**src/rtl/serializer_sched.sv**
```systemverilog
// Symbol-rate scheduler for the DVI serializers: owns the bit phase,
// issues load strobes and feeds lane words through a 2-entry FIFO.
module serializer_sched #(
  parameter int                DATA_W          = 10,
  parameter int                LANES           = 3,
  parameter int                STARTUP_SYMBOLS = 16,
  parameter logic [DATA_W-1:0] FILL_WORD       = 10'b1101010100,
  parameter logic [DATA_W-1:0] CLK_PATTERN     = 10'b1111100000
) (
  input  logic                      clk_i,
  input  logic                      rst_i,
  input  logic [LANES*DATA_W-1:0]   data_i,
  input  logic                      valid_i,
  output logic                      ready_o,
  output logic                      load_o,
  output logic [LANES*DATA_W-1:0]   lane_o,
  output logic [DATA_W-1:0]         clk_word_o,
  output logic [3:0]                phase_o,
  output logic                      running_o,
  output logic                      underflow_o,
  output logic [15:0]               underflow_cnt_o
);

  localparam int          W    = LANES * DATA_W;
  localparam logic [3:0]  LAST = 4'(DATA_W - 1);
  localparam logic [7:0]  SYMS = 8'(STARTUP_SYMBOLS - 1);

  typedef enum logic {STARTUP, RUN} state_t;

  state_t         state_q, state_d;
  logic [3:0]     phase_q;
  logic [7:0]     sym_q, sym_d;
  logic [W-1:0]   mem_q [2];
  logic           wr_q, rd_q;
  logic [1:0]     cnt_q;
  logic [W-1:0]   lane_q;
  logic           uf_q;
  logic [15:0]    ufc_q;
  logic [W-1:0]   fill_all;
  logic           run, boundary, push, pop;

  assign fill_all = {LANES{FILL_WORD}};
  assign run      = (state_q == RUN);
  assign boundary = (phase_q == LAST);
  assign ready_o  = run && (cnt_q != 2'd2);
  assign push     = valid_i && ready_o;
  // Pop decision uses pre-edge occupancy: no bypass of a same-edge push.
  assign pop      = run && boundary && (cnt_q != 2'd0);

  assign load_o          = boundary;
  assign lane_o          = lane_q;
  assign clk_word_o      = CLK_PATTERN;
  assign phase_o         = phase_q;
  assign running_o       = run;
  assign underflow_o     = uf_q;
  assign underflow_cnt_o = ufc_q;

  always_comb begin
    state_d = state_q;
    sym_d   = sym_q;
    unique case (state_q)
      STARTUP: begin
        if (boundary) begin
          sym_d = sym_q + 8'd1;
          if (sym_q == SYMS) state_d = RUN;
        end
      end
      RUN:     state_d = RUN;
      default: state_d = STARTUP;
    endcase
  end

  always_ff @(posedge clk_i) begin
    if (push) mem_q[wr_q] <= data_i;
  end

  always_ff @(posedge clk_i or posedge rst_i) begin
    if (rst_i) begin
      state_q <= STARTUP;
      phase_q <= '0;
      sym_q   <= '0;
      wr_q    <= 1'b0;
      rd_q    <= 1'b0;
      cnt_q   <= '0;
      lane_q  <= fill_all;
      uf_q    <= 1'b0;
      ufc_q   <= '0;
    end else begin
      state_q <= state_d;
      sym_q   <= sym_d;
      phase_q <= boundary ? 4'd0 : phase_q + 4'd1;
      if (push) wr_q <= ~wr_q;
      if (pop)  rd_q <= ~rd_q;
      cnt_q   <= cnt_q + {1'b0, push} - {1'b0, pop};
      uf_q    <= 1'b0;
      if (boundary) begin
        if (pop) begin
          lane_q <= mem_q[rd_q];
        end else begin
          lane_q <= fill_all;
          if (run) begin
            uf_q <= 1'b1;
            if (ufc_q != 16'hFFFF) ufc_q <= ufc_q + 16'd1;
          end
        end
      end
    end
  end

endmodule

```
**config.mk**
```make
export PLATFORM = sky130hd
export DESIGN_NAME = serializer_sched
export DESIGN_NICKNAME = d
export VERILOG_FILES = /design/src/rtl/serializer_sched.sv
export SDC_FILE = /design/constraint.sdc
export NUM_CORES = 1
export LEC_CHECK = 0
export BUFFER_PORTS_ARGS = -buffer_cell sky130_fd_sc_hd__buf_2
export CELL_PAD_IN_SITES_DETAIL_PLACEMENT = 0
export CELL_PAD_IN_SITES_GLOBAL_PLACEMENT = 2
export CORE_MARGIN = 4
export CORE_UTILIZATION = 25
export DETAILED_ROUTE_END_ITERATION = 8
export GPL_TIMING_DRIVEN = 1
export MAX_ROUTING_LAYER = met4
export PLACE_DENSITY = 0.55
export SETUP_SLACK_MARGIN = 0.15
export SYNTH_ARGS = -nofsm -noshare
export SYNTH_HDL_FRONTEND = slang
export SYNTH_SLANG_ARGS = --single-unit
```
**constraint.sdc**
```tcl
create_clock -name clk_i -period 2.2 [get_ports clk_i]
set_clock_uncertainty 0.05 [all_clocks]
set_input_delay 0.22 -clock clk_i [delete_from_list [all_inputs] [get_ports clk_i]]
set_output_delay 0.22 -clock clk_i [all_outputs]
set_load 0.02 [all_outputs]
```
==> flow_summary.ini <==
[grt]
grt.overflow.total = 0
grt_util_all_layers_pct = 10.7
grt_pass1_wl_mm = 17.6
grt_pass1_vias = 3303
grt_max_degree = 44
antenna_found_initial = 0

[power_and_ir_drop]
p_sw_uw = 1000
power_density_nw_per_um2 = 786
p_leak_uw = 0.00271
internal-power_uw = 4200
power_frac_comb_pct = 2.3
sw_frac_of_total_pct = 19.3
power_frac_seq_pct = 46.8
peakVddDrop_mv = 0.574
pwr-share-clk_pct = 50.8

[logic_synthesis]
seq_area_frac_synth_pct = 70.1
netlist_area_um2 = 4880
synth_edf_count = 60
ys_types = 34
syn-instance-count = 349
synth_top_area_share_pct = 36.9
syn_area_per_cell_um2 = 14.0
synth_ff_type = edfxtp_1
ys_ff_latch = 124
async_flop_share_pct = 51.6
synth_top_area_cell = edfxtp_1
yosysWarnings = 0
synthTopCellsByArea = edfxtp_1 37%, dfrtp_1 25%, dfstp_2 8.1%

[clocking]
cts_tree = done
cts_buffer_depth = 2
cts-buffers-inserted = 17
path_clk_slew_ns = 0.05
htreeDepth = 4
cts-root-buf = clkbuf_16
cts_sinks = 124
insertion_delay_ns = 0.40

[die]
die_y_um = 148
die_x_um = 148
coreArea_um2 = 19000
dieArea_um2 = 21800
io_pins = 97
rows = 50
start_util_pct = 25.7

[sta]
slew_violations = 0
hold_viol_final = 0
layout_setup_ws_ns = 0.235
rsz0062_at_grt = no
min_period_ns = 1.97
slew_headroom_pct = 64.4
max_slew.worst_pin.slew_ns = 0.533
finalSetupTns_ns = 0
fin_crit_sh_pct = 89.3
holdWs_ns = 0.185
final-setup-viol-count = 0
fmax_ghz = 0.509

[worst_setup_path]
critical_path_class = flop to flop
max_stage_delay_ns = 0.44
critical_path.endpoint_type = flop
regToRegStartpoint = phase_o[1]
path_max_fanout = 16
crit_required_ns = 2.42
reg2reg_slack_ns = 0.23
crit_chain = nand4bb_4 -> or4_4 -> buf_8 -> nor2_2 -> mux2_2
r2r_cells = 5
crit_arrival_ns = 2.19
crit_slowest_cell = dfrtp_2
worst_r2r_endpoint = underflow_cnt_o[1]
start_kind = flop

[drt]
vias = 3099
drc = 0
viasPerCell = 4.09
routed_wl_mm = 10.8
wl_per_cell_um = 14.3
firstDrtPassIters = 4
drtIter0Drc = 130
drtAntennaViolNets = 0

[place]
placed_cells = 695
gp_congestion = 0.721
io_buffers = 86
place_ws_ns = 0.126
hpwl_mm = 7.07

[layout]
area_delta_synth_final_pct = 35.8
fill_cells = 1889
drive_gt1_share_pct = 33.4
layout_common_cells = 86 x buf_2, 60 x edfxtp_1, 46 x dfrtp_1
instances_no_fill = 757
layout_commonest_cell = buf_2
num_antenna_cells = 0
final_nets = 522

[hold_path]
hold_path.startpoint = valid_i
min_path_type = input port to flop
hold_depth = 3
hold_path_end = wr_q

[flow_run]
drv_cap = 0

[status]
status = completed
==> state kept, by name, indices dropped and copies added, names as in the netlist <==
name,flops
cnt_q,2
lane_o,30
mem_q,60
phase_o,4
rd_q,1
running_o,1
sym_q,8
underflow_cnt_o,16
underflow_o,1
wr_q,1
==> through the flow <==
step	power [uW]	cell area, um2	util (%)
floorplan	2530	4950	-
global route	5410	6630	35.0
CTS	5300	6610	34.9
global placement	2560	5720	30.2
finish	5210	6630	35.0
detailed placement	2560	5720	30.2
==> Yosys cell counts, types with 5 or more instances <==
master / instances
edfxtp_1: 60
dfrtp_1: 49
mux2i_1: 31
nand2_1: 25
nor2_1: 21
o21ai_0: 18
a21oi_1: 17
xor2_1: 16
dfstp_2: 15
nand4_1: 11
xnor2_1: 11
buf_4: 10
clkbuf_1: 10
inv_1: 9
nor4_1: 6
nand3_1: 5
nor3_1: 5
==> power groups by stage <==
stage | sequential (uW) | clock (uW) | combinational [uW]
final | 2440 | 2650 | 121
after global routing | 2440 | 2840 | 138
after CTS | 2440 | 2730 | 125
after detailed placement | 2480 | 0 | 82.7
after global placement | 2480 | 0 | 80.5
after floorplan | 2480 | 0 | 45.4
==> repair_timing <==
action                                 CTS  global route
hold buffers                            31             0
gates resized for setup                  4             4
setup buffers                            0             0
endpoints found under the hold margin   68             0
setup endpoints to repair                3             6
==> per-layer routing <==
metal	vias up	routed length, um	global-route usage [%]
li1	1488	-	-
met1	1530	4970	13.1
met2	69	5240	16.9
met3	12	477	3.43
met4	0	140	3.49
met5	-	0	-
==> worst max-delay path by stage <==
stage,from,endpoint,slack (ns),cells past startpoint
2_1_floorplan,phase_o[1],cnt_q[1],0.15,10
4_1_cts,phase_o[1],underflow_cnt_o[13],0.17,5
6_report,phase_o[1],underflow_cnt_o[1],0.23,5
3_5_place_dp,phase_o[1],underflow_cnt_o[1],0.13,5
5_1_grt,phase_o[1],underflow_cnt_o[12],0.16,5
3_3_place_gp,phase_o[1],underflow_cnt_o[1],0.18,5
==> final cells by class <==
cell class / instances / area, um2 / share of cell area (%)
sequential: 124 / 3430 / 51.7
inverter: 10 / 47.5 / 0.718
tap: 260 / 325 / 4.91
multi-input combinational: 199 / 1360 / 20.6
clock buffer: 22 / 464 / 7.01
timing repair buffer: 133 / 906 / 13.7
clock inverter: 9 / 95.1 / 1.44
==> worst max-delay path, delay by kind of cell (launching register included) <==
kind,cells,cell delay [ns]
muxes,1,0.34
and+or+nand+nor,3,0.84
buffers and inverters,1,0.17
DFF,1,0.44
==> logic make-up (layout without fill, tap and decap cells) <==
| group | Yosys count | in the layout | share of synthesized area (%) |
|---|---|---|---|
| AO/OA/AOI/OAI | 36 | 36 | 3.77 |
| XOR/XNOR | 27 | 27 | 4.85 |
| adder cells (fa/ha/maj) | 4 | 4 | 1.03 |
| buffers and inverters | 34 | 174 | 3.56 |
| flip-flops | 124 | 124 | 70.1 |
| multiplexers | 34 | 34 | 7.05 |
| other | 2 | 10 | 0.154 |
| AND/OR/NAND/NOR | 88 | 88 | 9.44 |
No activity file was read; power rests on OpenSTA's default activity.
